## src/rtl/mult_iter_pkg.sv

```systemverilog
// rtl/mult_iter_pkg.sv - shared constants and FSM encoding for the iterative multiplier
package mult_iter_pkg;

  // Width of one operand limb fed to the 16x16 core multiplier
  localparam int LIMB_W = 16;

  typedef enum logic [1:0] {
    ST_IDLE = 2'd0,
    ST_MUL  = 2'd1,
    ST_FIX  = 2'd2,
    ST_DONE = 2'd3
  } state_e;

endpackage

```

## src/rtl/mult_iter_mult16.sv

```systemverilog
// rtl/mult_iter_mult16.sv - 16x16 unsigned combinational multiplier core
module mult16 (
  input  logic [15:0] a_i,
  input  logic [15:0] b_i,
  output logic [31:0] p_o
);

  // Full 32-bit product; both operands are zero-extended before multiplying
  assign p_o = 32'(a_i) * 32'(b_i);

endmodule

```

## src/rtl/mult_iter.sv

```systemverilog
// rtl/mult_iter.sv - iterative limb-by-limb signed/unsigned multiplier
module mult_iter
  import mult_iter_pkg::*;
#(
  parameter int WIDTH = 32
) (
  input  logic                 clk,
  input  logic                 reset_n,
  input  logic                 in_valid,
  output logic                 in_ready,
  input  logic                 is_signed,
  input  logic [WIDTH-1:0]     dataa,
  input  logic [WIDTH-1:0]     datab,
  output logic                 out_valid,
  input  logic                 out_ready,
  output logic [2*WIDTH-1:0]   result
);

  localparam int LIMBS  = WIDTH / LIMB_W;
  localparam int STEPS  = LIMBS * LIMBS;
  localparam int ACC_W  = 2 * WIDTH;
  localparam int STEP_W = $clog2(STEPS + 1);
  localparam int IDX_W  = (LIMBS > 1) ? $clog2(LIMBS) : 1;

  state_e             state_q, state_d;
  logic [WIDTH-1:0]   a_q, a_d;
  logic [WIDTH-1:0]   b_q, b_d;
  logic               neg_q, neg_d;
  logic [ACC_W-1:0]   acc_q, acc_d;
  logic [STEP_W-1:0]  step_q, step_d;
  logic [IDX_W-1:0]   ai_q, ai_d;
  logic [IDX_W-1:0]   bj_q, bj_d;
  logic [ACC_W-1:0]   result_q, result_d;
  logic               out_valid_q, out_valid_d;

  logic [LIMB_W-1:0]  a_limb;
  logic [LIMB_W-1:0]  b_limb;
  logic [2*LIMB_W-1:0] part_prod;
  logic [ACC_W-1:0]   part_shifted;
  logic               last_step;
  logic               last_ai;

  // Select the current a-limb (i = step mod LIMBS) and b-limb (j = step div LIMBS)
  always_comb begin
    a_limb       = LIMB_W'(a_q >> (int'(ai_q) * LIMB_W));
    b_limb       = LIMB_W'(b_q >> (int'(bj_q) * LIMB_W));
    part_shifted = ACC_W'(part_prod) << ((int'(ai_q) + int'(bj_q)) * LIMB_W);
    last_step    = (step_q == STEP_W'(STEPS - 1));
    last_ai      = (ai_q == IDX_W'(LIMBS - 1));
  end

  mult16 u_mult16 (
    .a_i (a_limb),
    .b_i (b_limb),
    .p_o (part_prod)
  );

  // Next-state logic: accept, accumulate one partial product per cycle, sign-fix, hand off
  always_comb begin
    state_d     = state_q;
    a_d         = a_q;
    b_d         = b_q;
    neg_d       = neg_q;
    acc_d       = acc_q;
    step_d      = step_q;
    ai_d        = ai_q;
    bj_d        = bj_q;
    result_d    = result_q;
    out_valid_d = out_valid_q;

    case (state_q)
      ST_IDLE: begin
        if (in_valid) begin
          // Negating the most negative value wraps to the same bit pattern,
          // which read as unsigned is exactly its magnitude
          a_d     = (is_signed && dataa[WIDTH-1]) ? -dataa : dataa;
          b_d     = (is_signed && datab[WIDTH-1]) ? -datab : datab;
          neg_d   = is_signed & (dataa[WIDTH-1] ^ datab[WIDTH-1]);
          acc_d   = '0;
          step_d  = '0;
          ai_d    = '0;
          bj_d    = '0;
          state_d = ST_MUL;
        end
      end

      ST_MUL: begin
        acc_d  = acc_q + part_shifted;
        step_d = step_q + STEP_W'(1);
        if (last_ai) begin
          ai_d = '0;
          bj_d = bj_q + IDX_W'(1);
        end else begin
          ai_d = ai_q + IDX_W'(1);
        end
        if (last_step) begin
          state_d = ST_FIX;
        end
      end

      ST_FIX: begin
        result_d    = neg_q ? -acc_q : acc_q;
        out_valid_d = 1'b1;
        state_d     = ST_DONE;
      end

      ST_DONE: begin
        if (out_ready) begin
          out_valid_d = 1'b0;
          state_d     = ST_IDLE;
        end
      end

      default: begin
        state_d = ST_IDLE;
      end
    endcase
  end

  // State and datapath registers; reset aborts any operation in flight
  always_ff @(posedge clk or negedge reset_n) begin
    if (!reset_n) begin
      state_q     <= ST_IDLE;
      a_q         <= '0;
      b_q         <= '0;
      neg_q       <= 1'b0;
      acc_q       <= '0;
      step_q      <= '0;
      ai_q        <= '0;
      bj_q        <= '0;
      result_q    <= '0;
      out_valid_q <= 1'b0;
    end else begin
      state_q     <= state_d;
      a_q         <= a_d;
      b_q         <= b_d;
      neg_q       <= neg_d;
      acc_q       <= acc_d;
      step_q      <= step_d;
      ai_q        <= ai_d;
      bj_q        <= bj_d;
      result_q    <= result_d;
      out_valid_q <= out_valid_d;
    end
  end

  assign in_ready  = (state_q == ST_IDLE);
  assign out_valid = out_valid_q;
  assign result    = result_q;

endmodule

```

## config.mk

```make
export PLATFORM = sky130hd
export DESIGN_NAME = mult_iter
export DESIGN_NICKNAME = d
export VERILOG_FILES = /design/src/rtl/mult_iter_pkg.sv /design/src/rtl/mult_iter_mult16.sv /design/src/rtl/mult_iter.sv
export SDC_FILE = /design/constraint.sdc
export NUM_CORES = 1
export LEC_CHECK = 0
export CORE_AREA = 2 2 229 231
export DETAILED_ROUTE_END_ITERATION = 7
export DIE_AREA = 0 0 231 233
export PLACE_DENSITY_LB_ADDON = 0.2
export SETUP_SLACK_MARGIN = 0.05
export SYNTH_ARGS = -nofsm -noshare
export SYNTH_HDL_FRONTEND = slang
export SYNTH_SLANG_ARGS = --single-unit
```

## constraint.sdc

```tcl
create_clock -name clk -period 30.1 [get_ports clk]
set_input_delay 6.02 -clock clk [delete_from_list [all_inputs] [get_ports clk]]
set_output_delay 6.02 -clock clk [all_outputs]
set_load 0.005 [all_outputs]
```

==> results.sh <==
export IMPL_status="finished, final reports clean"
export IMPL_path_class="reg -> reg"
export IMPL_syn_nets=3164
export IMPL_routabilityCongestion=0.9455
export IMPL_gr_total_overflow=0
export IMPL_r2r_start="ai_q"
export IMPL_final_common_cell="nand2_1"
export IMPL_synth_xor_area_share_pct=7.993
export IMPL_yosys_area_top_type="dfrtp_1"
export IMPL_cts_sinks=201
export IMPL_worst_path_max_delay_cell="mux2i_1"
export IMPL_r2r_setup_slack_ns=18.53
export IMPL_rsz0062_at_grt="no"
export IMPL_finalSetupViolations=0
export IMPL_start_kind="flip-flop"
export IMPL_start_util_pct=44.61
export IMPL_tns_ns=0
export IMPL_dr_wl_met3_um=2406
export IMPL_vias=19266
export IMPL_ys_warnings_count=0
export IMPL_root_buffer="clkbuf_16"
export IMPL_grt_usage_pct=25.52
export IMPL_cp_slowest_stage_delay_ns=0.92
export IMPL_drtAntennaViolNets=0
export IMPL_cts_setup_buffers=0
export IMPL_met1Wirelength_um=30020
export IMPL_synth_area_um2=22790
export IMPL_finalHoldViolCount=0
export IMPL_synthArstFlopShare_pct=100.0
export IMPL_drv_cap=0
export IMPL_clkSlewWorstSetupHoldPaths_ns=0.06
export IMPL_synth_cells=2723
export IMPL_drive_gt1_share_pct=4.447
export IMPL_cp_required_ns=30.57
export IMPL_post_route_period_util_pct=38.42
export IMPL_synth_edf_count=0
export IMPL_finalNetCount=3238
export IMPL_vias_per_cell=5.519
export IMPL_grt_max_degree=113
export IMPL_cts_tree="yes"
export IMPL_muxShareOfSynthArea_pct=3.458
export IMPL_synth_compound_area_share_pct=16.59
export IMPL_holdBufCountCts=0
export IMPL_netlist_top_cells_area="dfrtp_1 22%, fa_1 17%, ha_1 9.7%"
export IMPL_drtIter0Drc=1288
export IMPL_period_needed_ns=11.57
export IMPL_drtPass1Iterations=7
export IMPL_tightest_slew_ns=1.128
export IMPL_r2r_end="acc_q[63]"
export IMPL_clk_latency_ns=0.55
export IMPL_area_delta_synth_final_pct=12.13
export IMPL_cp_common_cell="fa_1"
export IMPL_hold_class="reg -> reg"
export IMPL_grt_antenna_before_repair=0
export IMPL_ys_ff_latch=201
export IMPL_dieHeight_um=233
export IMPL_yosys_area_share_simple_pct=16.80
export IMPL_htree_levels=1
export IMPL_slew_headroom_pct=22.67
export IMPL_cts_buffer_depth=3
export IMPL_r2r_cells=35
export IMPL_first_global_vias=19524
export IMPL_ctsResizeCount=0
export IMPL_wl_per_cell_um=19.48
export IMPL_synthAdderAreaFrac_pct=26.84
export IMPL_fmax_mhz=86.47
export IMPL_design_core_area_um2=51090
export IMPL_avgSynthCellArea_um2=8.371
export IMPL_post_route_util_pct=50.02
export IMPL_dp_hpwl_um=55590
export IMPL_slew_viol_final=0
export IMPL_hold_start="step_q[2]"
export IMPL_die_w_um=231
export IMPL_dr_max_layer_used="met4"
export IMPL_critical_path_max_fanout=25
export IMPL_synth_distinct_cells=68
export IMPL_clock_skew_ns=0.01830
export IMPL_ys_seq_area_share_pct=22.07
export IMPL_synth_ff_type="dfrtp_1"
export IMPL_hold_end="step_q[2]"
export IMPL_layout_common_cells="363 x nand2_1, 284 x nor2_1, 272 x inv_1, 217 x o21ai_0, 200 x dfrtp_1"
export IMPL_fin_area_um2=25560
export IMPL_synth_top_family_by_area="adder cells"
export IMPL_dieArea_um2=53820
export IMPL_wl_met2_um=33660
export IMPL_drc=0
export IMPL_io_pins=135
export IMPL_cts_buffers=25
export IMPL_grt_pass1_wl_um=108100
export IMPL_worstPathArrival_ns=12.03
export IMPL_row_count=83
export IMPL_critPathCaptureType="flip-flop"
export IMPL_dpl_cell_area_um2=24760
export IMPL_synth_top_cell_area_share_pct=22.07
export IMPL_antenna_cells=0
export IMPL_hold_path_depth=2
export IMPL_drt_wl_total_um=68000
export IMPL_numPortBuffers=134
## flip-flops by register name, indices dropped and copies added, names as in the netlist
register and count:
bj_q 1, state_q 2, a_q 32, neg_q 1, step_q 3, out_valid 1
ai_q 1, acc_q 64, result 64, b_q 32
## critical path: cells and delay by family, from the launching register on
| family | cells | cell delay, ns |
|---|---|---|
| adders and majority gates | 8 | 3.98 |
| AOI/OAI and AO/OA | 12 | 3.57 |
| and+or+nand+nor | 9 | 1.76 |
| muxes | 1 | 0.92 |
| buffers and inverters | 5 | 0.64 |
| DFF | 1 | 0.63 |
## cell type report
type,instances,area (um2)
Fill cell,5038,25540
Multi-Input combinational cell,2143,16370
Sequential cell,201,5031
Timing Repair Buffer,153,1488
Inverter,273,1025
Tap cell,680,850.8
Clock buffer,33,715.7
Clock inverter,8,77.57
## worst max-delay path by stage
stage / startpoint / endpoint / slack, ns / cells after the start
2_1_floorplan: ai_q / acc_q[63] / 20.06 / 38
3_3_place_gp: ai_q / acc_q[63] / 19.06 / 35
3_5_place_dp: ai_q / acc_q[63] / 18.51 / 35
4_1_cts: ai_q / acc_q[63] / 18.47 / 35
5_1_grt: ai_q / acc_q[63] / 17.69 / 35
6_report: ai_q / acc_q[63] / 18.53 / 35
## synthesized netlist by cell type, drive strengths merged (3+ instances only)
master,number
nand2,364
nor2,284
inv,272
o21ai,221
dfrtp,201
fa,195
ha,177
a21oi,172
xor2,131
clkbuf,97
xnor2,77
a21o,63
mux2i,39
mux2,35
nand3,32
and2,30
o31ai,29
nor3,24
nand2b,19
nand4,19
o21bai,18
o22ai,17
o41ai,17
a31oi,16
and3,16
or3,16
or4,16
nor2b,12
nor4,11
or2,11
o21a,10
buf,9
a221oi,8
a22o,8
o211ai,8
a211oi,7
a41oi,6
nor3b,6
a21boi,4
a2111oi,3
a211o,3
## per-layer routing
metal,vias up,track usage (%)
li1,9318,-
met1,9397,33.41
met2,448,45.40
met3,103,1.716
met4,0,7.198
met5,-,0
## per-stage QoR
step                hold slack (ns)  setup slack [ns]  instances
floorplan                    0.4444             20.06       2723
finish                       0.4858             18.53       3491
global placement             0.4608             19.06       3450
CTS                          0.4902             18.47       3491
detailed placement           0.4765             18.51       3450
global route                 0.5254             17.69       3491
## cells by family after synthesis
family / Yosys count
compound gates: 625
xor+xnor: 208
fa+ha+maj: 372
buf+inv: 379
flops: 201
mux: 74
simple gates: 864
Power is not shown: default switching activity piles up to over one toggle a cycle in this logic, so the estimate is an artifact.
